$ cat src/rtl/imem_loader_if.sv
// imem_loader_if
//   Bundles the loader's byte-stream input and instruction-memory write port.
//   Handshake: a byte moves on a rising clk edge where in_valid and in_ready are
//   both high; the producer holds in_data stable while in_valid is high and the
//   byte has not been taken. wr_en is a one-cycle strobe with no back-pressure.
//   Signals:
//     in_data  [7:0]        stream byte          (host -> loader)
//     in_valid              in_data valid        (host -> loader)
//     in_ready              loader takes a byte  (loader -> host)
//     wr_en                 memory write strobe  (loader -> host)
//     wr_addr  [ADDR_W-1:0] write address        (loader -> host)
//     wr_data  [DATA_W-1:0] write data           (loader -> host)
//   Modports: master = host/memory side, slave = loader side.
interface imem_loader_if #(
  parameter int ADDR_W = 6,
  parameter int DATA_W = 17
);
  logic [7:0]        in_data;
  logic              in_valid;
  logic              in_ready;
  logic              wr_en;
  logic [ADDR_W-1:0] wr_addr;
  logic [DATA_W-1:0] wr_data;

  modport master (
    output in_data, in_valid,
    input  in_ready, wr_en, wr_addr, wr_data
  );

  modport slave (
    input  in_data, in_valid,
    output in_ready, wr_en, wr_addr, wr_data
  );
endinterface

$ cat src/rtl/imem_loader.sv
// imem_loader
//   Boot loader that parses a framed program image from a byte stream
//   (sync A5, word count N, N x 3-byte words, XOR checksum of the word bytes)
//   and writes each 17-bit word into instruction memory, holding the CPU
//   off while a load is in progress or has failed.
//   Ports:
//     clk, rst_n   clock, asynchronous active-low reset
//     start        1-cycle pulse, arms the loader from IDLE or ERR
//     bus          imem_loader_if.slave: byte stream in, memory write out
//     cpu_hold     CPU must not fetch while high
//     busy         frame in progress (SYNC..CSUM)
//     done         1-cycle pulse on a successful load
//     error        high while the loader sits in ERR (cleared by start/reset)
//     dbg_state_o  current FSM state encoding
module imem_loader #(
  parameter int         ADDR_W    = 6,
  parameter int         DATA_W    = 17,
  parameter logic [7:0] SYNC_BYTE = 8'hA5
) (
  input  logic                clk,
  input  logic                rst_n,
  input  logic                start,
  imem_loader_if.slave        bus,
  output logic                cpu_hold,
  output logic                busy,
  output logic                done,
  output logic                error,
  output logic [3:0]          dbg_state_o
);
  localparam int DEPTH = 2 ** ADDR_W;
  // One extra bit so a full-depth count (N == DEPTH) is representable.
  localparam int REM_W = ADDR_W + 1;

  typedef enum logic [3:0] {
    IDLE  = 4'd0,
    SYNC  = 4'd1,
    COUNT = 4'd2,
    B0    = 4'd3,
    B1    = 4'd4,
    B2    = 4'd5,
    WRITE = 4'd6,
    CSUM  = 4'd7,
    DONE  = 4'd8,
    ERR   = 4'd9
  } state_t;

  state_t            state_q, state_d;
  logic [ADDR_W-1:0] addr_q, addr_d;
  logic [REM_W-1:0]  rem_q, rem_d;
  logic [7:0]        csum_q, csum_d;
  logic [8:0]        hi_q, hi_d;        // word bits [16:8] gathered from B0/B1
  logic [ADDR_W-1:0] wr_addr_q, wr_addr_d;
  logic [DATA_W-1:0] wr_data_q, wr_data_d;
  logic              in_ready;
  logic              accept;

  always_comb begin
    in_ready = (state_q == SYNC) || (state_q == COUNT) || (state_q == B0) ||
               (state_q == B1)   || (state_q == B2)    || (state_q == CSUM);
  end

  assign accept = bus.in_valid & in_ready;

  always_comb begin
    state_d   = state_q;
    addr_d    = addr_q;
    rem_d     = rem_q;
    csum_d    = csum_q;
    hi_d      = hi_q;
    wr_addr_d = wr_addr_q;
    wr_data_d = wr_data_q;
    case (state_q)
      IDLE, ERR: begin
        if (start) begin
          state_d = SYNC;
          addr_d  = '0;
          csum_d  = '0;
        end
      end
      SYNC: begin
        if (accept && bus.in_data == SYNC_BYTE) state_d = COUNT;
      end
      COUNT: begin
        if (accept) begin
          if (bus.in_data == 8'd0 || 32'(bus.in_data) > DEPTH) begin
            state_d = ERR;
          end else begin
            rem_d   = REM_W'(bus.in_data);
            state_d = B0;
          end
        end
      end
      B0: begin
        if (accept) begin
          // Only bit 16 of the word lives in this byte; anything above is malformed.
          if (bus.in_data[7:1] != 7'd0) begin
            state_d = ERR;
          end else begin
            hi_d[8] = bus.in_data[0];
            csum_d  = csum_q ^ bus.in_data;
            state_d = B1;
          end
        end
      end
      B1: begin
        if (accept) begin
          hi_d[7:0] = bus.in_data;
          csum_d    = csum_q ^ bus.in_data;
          state_d   = B2;
        end
      end
      B2: begin
        if (accept) begin
          // Write port registers update only here, so they hold between strobes.
          wr_data_d = {hi_q, bus.in_data};
          wr_addr_d = addr_q;
          csum_d    = csum_q ^ bus.in_data;
          state_d   = WRITE;
        end
      end
      WRITE: begin
        addr_d  = addr_q + ADDR_W'(1);
        rem_d   = rem_q - REM_W'(1);
        state_d = (rem_q == REM_W'(1)) ? CSUM : B0;
      end
      CSUM: begin
        if (accept) state_d = (bus.in_data == csum_q) ? DONE : ERR;
      end
      DONE: begin
        state_d = IDLE;
      end
      default: begin
        state_d = IDLE;
      end
    endcase
  end

  always_ff @(posedge clk or negedge rst_n) begin
    if (!rst_n) begin
      state_q   <= IDLE;
      addr_q    <= '0;
      rem_q     <= '0;
      csum_q    <= '0;
      hi_q      <= '0;
      wr_addr_q <= '0;
      wr_data_q <= '0;
    end else begin
      state_q   <= state_d;
      addr_q    <= addr_d;
      rem_q     <= rem_d;
      csum_q    <= csum_d;
      hi_q      <= hi_d;
      wr_addr_q <= wr_addr_d;
      wr_data_q <= wr_data_d;
    end
  end

  // Status outputs decode the state directly so reset clears them at once.
  assign bus.in_ready = in_ready;
  assign bus.wr_en    = (state_q == WRITE);
  assign bus.wr_addr  = wr_addr_q;
  assign bus.wr_data  = wr_data_q;
  assign busy         = in_ready | (state_q == WRITE);
  assign done         = (state_q == DONE);
  assign error        = (state_q == ERR);
  // Held through the DONE cycle; drops when the FSM returns to IDLE.
  assign cpu_hold     = (state_q != IDLE);
  assign dbg_state_o  = state_q;
endmodule

$ cat src/flat_wrapper.sv
// flat-port wrapper written by rule: the top's interface ports become plain ports
module imem_loader_flat 
#(
  parameter int         ADDR_W    = 6,
  parameter int         DATA_W    = 17,
  parameter logic [7:0] SYNC_BYTE = 8'hA5
)
  (clk, rst_n, start, cpu_hold, busy, done, error, dbg_state_o, bus_in_data, bus_in_valid, bus_in_ready, bus_wr_en, bus_wr_addr, bus_wr_data);
  imem_loader_if #(.ADDR_W(ADDR_W), .DATA_W(DATA_W)) bus_i ();
  input  logic clk;
  input  logic rst_n;
  input  logic start;
  output logic cpu_hold;
  output logic busy;
  output logic done;
  output logic error;
  output logic [3:0] dbg_state_o;
  input wire logic [$bits(bus_i.in_data)-1:0] bus_in_data;
  input wire logic [$bits(bus_i.in_valid)-1:0] bus_in_valid;
  output wire logic [$bits(bus_i.in_ready)-1:0] bus_in_ready;
  output wire logic [$bits(bus_i.wr_en)-1:0] bus_wr_en;
  output wire logic [$bits(bus_i.wr_addr)-1:0] bus_wr_addr;
  output wire logic [$bits(bus_i.wr_data)-1:0] bus_wr_data;
  assign bus_i.in_data = bus_in_data;
  assign bus_i.in_valid = bus_in_valid;
  assign bus_in_ready = bus_i.in_ready;
  assign bus_wr_en = bus_i.wr_en;
  assign bus_wr_addr = bus_i.wr_addr;
  assign bus_wr_data = bus_i.wr_data;
  imem_loader #(.ADDR_W(ADDR_W), .DATA_W(DATA_W), .SYNC_BYTE(SYNC_BYTE)) u_core (.clk(clk), .rst_n(rst_n), .start(start), .bus(bus_i), .cpu_hold(cpu_hold), .busy(busy), .done(done), .error(error), .dbg_state_o(dbg_state_o));
endmodule
$ cat config.mk
export PLATFORM = sky130hd
export DESIGN_NAME = imem_loader_flat
export DESIGN_NICKNAME = d
export VERILOG_FILES = /design/src/rtl/imem_loader_if.sv /design/src/rtl/imem_loader.sv /design/src/flat_wrapper.sv
export SDC_FILE = /design/constraint.sdc
export NUM_CORES = 1
export LEC_CHECK = 0
export BUFFER_PORTS_ARGS = -buffer_cell sky130_fd_sc_hd__buf_2
export CAP_MARGIN = 10
export CORE_MARGIN = 10
export CORE_UTILIZATION = 61
export CTS_CLUSTER_DIAMETER = 120
export DETAILED_ROUTE_END_ITERATION = 6
export PLACE_DENSITY = 0.85
export SLEW_MARGIN = 40
export SYNTH_ARGS = -nofsm -noshare
export SYNTH_HDL_FRONTEND = slang
export SYNTH_SLANG_ARGS = --single-unit
$ cat constraint.sdc
create_clock -name clk -period 3.2 [get_ports clk]
set_input_delay 0.32 -clock clk [delete_from_list [all_inputs] [get_ports clk]]
set_output_delay 0.32 -clock clk [all_outputs]
set_load 0.02 [all_outputs]
=== Yosys cells after proc, flatten, opt, wreduce, memory -nomap -nowiden ===
Cells that the tools add are included.

* Add/sub/neg operators: 2
* $mul: 0
* Div/mod/pow operators: 0
* Order comparisons: 1
* Equal/unequal tests: 22
* Shift operators: 0
* Muxes and demuxes: 22
* Bitwise logic cells: 4
* Reduce and logical (&&, ||, !) cells: 23

{| class="wikitable"
|+ Operators with widths
! kind !! count
|-
| $mux 4 || 9
|-
| $mux 8 || 4
|-
| $pmux 4 s8 || 1
|-
| $pmux 8 s3 || 1
|-
| $eq 4x3->1 const B || 4
|-
| $mux 7 || 2
|-
| $pmux 7 s2 || 1
|-
| $ne 2x1->1 const B || 6
|-
| $pmux 6 s2 || 1
|-
| $eq 4x2->1 const B || 2
|-
| $eq 4x4->1 const B || 2
|-
| $eq 8x8->1 || 1
|-
| $eq 8x8->1 const B || 1
|-
| $gt 8x7->1 const B || 1
|-
| $logic_not 8->1 || 1
|-
| $ne 2x2->1 const B || 4
|-
| $xor 8x8->8 || 1
|-
| $eq 7x1->1 const B || 1
|-
| $reduce_and 7->1 || 1
|-
| $reduce_bool 7->1 || 1
|-
| $sub 7x1->7 const B || 1
|-
| $add 6x1->6 const B || 1
|-
| $logic_or 1x1->1 || 6
|-
| $mux 6 || 1
|-
| other kinds (15) || 20
|}

* Bits in registers: 57
* Latch bits: 0
* Memory bits (writable): 0
* Memory bits (read-only): 0
* Input port bits: 12
* Output and inout bits: 33
* Logic and storage cells: 82
* Memories kept: 0

=== Logic depth before layout (Yosys ltp) ===
* Depth in word-level cells: 10
* Gate-level depth with buffers: 8
* Depth with buffers taken out: 6

=== Worst setup path after synthesis ===
OpenSTA, ideal clock, no wires.

* Path kind: in2reg
* From: in bus_in_data[3]
* To: reg u_core.hi_q[8]
* Setup time: 125 ps
* Arrival: 1,888 ps
* Data required time: 3,075 ps
* Setup slack: 1,188 ps
* Stages on the path: 5
* Buffers on the path: 1
* Path through: buf_6 or4_4 or4_4 nor3_2 mux2_2

* Longest elaborated chain between the ends: 3

{| class="wikitable"
|+ Ends and longest elaborated chain
! element !! RTL line !! text
|-
| start: declaration || flat_wrapper.sv:18 || <nowiki>input wire logic [$bits(bus_i.in_data)-1:0] bus_in_data;</nowiki>
|-
| $reduce_bool 7->1 || imem_loader.sv:96 || <nowiki>if (bus.in_data[7:1] != 7'd0) begin</nowiki>
|-
| $not 1->1 (no line) || - ||
|-
| $reduce_and 3->1 (no line) || - ||
|-
| end signal: assignment || imem_loader.sv:152 || <nowiki>hi_q <= hi_d;</nowiki>
|-
| end: declaration || imem_loader.sv:51 || <nowiki>logic [8:0] hi_q, hi_d;</nowiki>
|}

Every way passes these cells.
A chain may end at the register's enable or synchronous reset.

=== Worst setup path after layout ===
* From: reg u_core.state_q[0], in the netlist u_core.dbg_state_o[0]
* To: out bus_wr_en

* Longest elaborated chain between the ends: 1

{| class="wikitable"
|+ Ends and longest elaborated chain
! element !! RTL line !! text
|-
| start: declaration || imem_loader.sv:47 || <nowiki>state_t state_q, state_d;</nowiki>
|-
| start signal: assignment || imem_loader.sv:148 || <nowiki>state_q <= state_d;</nowiki>
|-
| $eq 4x3->1 || imem_loader.sv:160 || <nowiki>assign bus.wr_en = (state_q == WRITE);</nowiki>
|-
| end: declaration || flat_wrapper.sv:21 || <nowiki>output wire logic [$bits(bus_i.wr_en)-1:0] bus_wr_en;</nowiki>
|}

Every way passes these cells.

==> results.cfg <==
[clock_tree]
cts_tree = built
cts_buffers = 9
cts_buffer_depth = 2
reg_clk_slew_reported_paths_ns = 0.07
htreeDepth = 3
post_cts_hold_buffer_count = 0
worstSkewPairLatency_ns = 0.34
tritoncts_num_sinks = 57
root_buffer = sky130_fd_sc_hd__clkbuf_8
post_cts_resized = 0
postCtsSetupBuffers = 0

[yosys]
synthSimpleGateAreaFrac_pct = 14.8
synth_fp_nets = 296
ys_dominant_reg_cell = sky130_fd_sc_hd__dfrtp_1
synth_top_family_by_area = compound AO/OA/AOI/OAI gates
synth-seq-cells = 57
synth_edf_count = 0
netlist_instances = 281
seq_area_frac_synth_pct = 47.9
adder_and_majority_gate_portion_of_the_synthesized_area_pct = 1.26
synth_warnings = 0
async_reset_ff_share_pct = 100
post_synth.cell_area_avg_sq_um = 10.6
synth_xor_area_share_pct = 3.23
yosys.cell_types.count = 53
synth_mux_area_share_pct = 12.1
synth_compound_gate_area_share_pct = 15.0
synthesis.area_sq_um = 2980

[worst_setup_path]
critical_path.top_delay_family = flip-flops
crit_chain = nand4bb_1 -> clkinv_1 -> buf_2
worst_setup_path_end_kind = primary output
worst_path_largest_cell_delay_ns = 0.69
cp_max_fo = 19
required_ns = 2.88
cp.buffers_inverters = 2
timing.critical_path.slowest_stage_cell = sky130_fd_sc_hd__dfrtp_1
type_of_the_worst_setup_path = register to primary output
worst_setup_path_start_kind = register
cp_data_arrival_time_ns = 2.14

[run_status]
run_status = finished clean

[floorplanning]
starting_density_of_the_core_pct = 63.1
dieArea_sq_um = 8080
floorplan.rows = 25
die_h_microns = 89.9
io_pins = 45
floorplan.core_area_sq_um = 4720
die-width_microns = 89.9

[global_routing]
largest_net_degree_at_the_start_of_global_routing = 32
wire_length_of_the_first_global_routing_pass_mm = 11.5
groute.usage.overall_pct = 17.2
grt_pass1_vias = 2332
global_route_total_overflow = 0
grt_antenna_before_repair = 0

[power_and_ir_drop]
power.leakage_nw = 1.58
cellPowerDensity_nw_per_um2 = 982
peakVddDrop_mv = 0.585

[timing]
maxSlewHeadroom_pct = 52.7
fin_setup_tns_ns = 0
finalSetupViolations = 0
maxClockFrequency_mhz = 406
fin_worst_skew_ns = 0.00657
timing.final.hold_violations = 0
maxSlewViolCount = 0
worst_slew_pin_slew_ns = 0.705
fin_crit_share_pct = 77.0
grt_setup_unrepaired = false
period_needed_ns = 2.46

[routing]
drt-total-wl_mm = 6.79
ant_nets = 0
initialDrtViolationCount = 219
vias = 2389
drt_pre_antenna_iters = 5
vias_per_cell = 6.05
post_route_drc_violation_count = 0
route.detailed.wl_per_inst_microns = 17.2

[place]
hpwlAfterDp_mm = 4.72
io_buffers = 44
placed_area_sq_um = 3200
finalWeightedCongestion = 0.872

[final_layout]
final_non_filler_cell_area_sq_um = 3410
most-common-layout-cells = sky130_fd_sc_hd__dfrtp_1 (57), sky130_fd_sc_hd__buf_2 (44), sky130_fd_sc_hd__mux2_2 (29), sky130_fd_sc_hd__a21oi_1 (21), sky130_fd_sc_hd__nand2_1 (20)
utilization_pct = 72.1
area_growth_syn_to_layout_pct = 14.3
layout_nets = 338
share_of_layout_cells_above_drive_strength_1_pct = 31.1
antenna_cells = 0
leading_cell_type_in_the_layout_fill_and_taps_excluded = sky130_fd_sc_hd__dfrtp_1

[min_path]
hold_path.class = primary input to async pin

[job]
max_cap_viol_count = 0
synth_stat cells, drive strengths merged, types with 3 or more instances:
master / n / area (sq um)
or4: 3 / 33.8
a21oi: 21 / 105
nand3: 11 / 60.1
ha: 3 / 37.5
xnor2: 9 / 78.8
o21ai: 12 / 60.1
nand2b: 4 / 25.0
buf: 12 / 90.1
a31oi: 3 / 18.8
a41o: 8 / 81.3
inv: 13 / 48.8
clkbuf: 5 / 28.8
mux2: 32 / 360
nor3: 6 / 35.0
nor4: 5 / 31.3
nand4: 5 / 31.3
dfrtp: 57 / 1430
nor2: 17 / 63.8
o31ai: 3 / 27.5
nand2: 20 / 75.1
per-layer routing:
metal / GRT usage (%) / vias up / share of wire, %
li1: - / 1112 / -
met1: 21.8 / 1150 / 43
met2: 26.3 / 112 / 47
met3: 4.24 / 15 / 7.9
met4: 9.55 / 0 / 2.6
met5: 0 / - / 0
through the flow:
stage	setup WS [ns]	std cells	hold slack, ns	total power [mW]
2_1_floorplan	1.19	281	0.0244	2.27
3_3_place_gp	1.01	379	0.396	2.60
3_5_place_dp	0.934	379	0.409	2.65
4_1_cts	0.760	395	0.0433	3.36
5_1_grt	0.635	395	0.0797	3.58
6_report	0.737	395	0.0262	3.35
state kept, by name, indices dropped and copies added (netlist names):
register            cells
u_core.csum_q           8
u_core.addr_q           6
u_core.rem_q            7
u_core.bus.wr_data     17
u_core.bus.wr_addr      6
u_core.dbg_state_o      4
u_core.hi_q             9
kinds of logic after synthesis:
logic type,Yosys count
XOR/XNOR,11
flip-flops,57
AND/OR/NAND/NOR,82
adder cells (fa/ha/maj),3
multiplexers,32
AO/OA/AOI/OAI,65
buffers and inverters,31
path summary, 6_finish.rpt:
kind | from | end | slack [ns] | cells past startpoint
max | u_core.dbg_state_o[0]$_DFFE_PN0P_ | bus_wr_en | 0.74 | 3
min | rst_n | u_core.dbg_state_o[1]$_DFFE_PN0P_ | 0.03 | 1
max reg2reg | u_core.dbg_state_o[2]$_DFFE_PN0P_ | u_core.rem_q[5]$_DFFE_PN0P_ | 0.85 | 5
min reg2reg | u_core.bus.wr_data[14]$_DFFE_PN0P_ | u_core.bus.wr_data[14]$_DFFE_PN0P_ | 0.48 | 1
max in group asynchronous | rst_n | u_core.hi_q[7]$_DFFE_PN0P_ | 2.37 | 2
min in group clk | bus_in_data[1] | u_core.bus.wr_data[1]$_DFFE_PN0P_ | 0.36 | 2
cell type report:
class                   count  area (sq um)
clock buffers              12           155
clock inverters             4          51.3
fillers                   339          1320
inverters                  14          52.6
multi-input cells         193          1390
flip-flops and latches     57          1430
well taps                  67          83.8
repair buffers             48           250
power breakdown:
group | switching (mW) | total, mW | internal (mW) | leakage (nW)
sequential | 0.286 | 1.30 | 1.02 | 0.724
combinational | 0.767 | 1.35 | 0.580 | 0.755
clock | 0.291 | 0.693 | 0.402 | 0.103
Power figures use the tool's default switching activity.
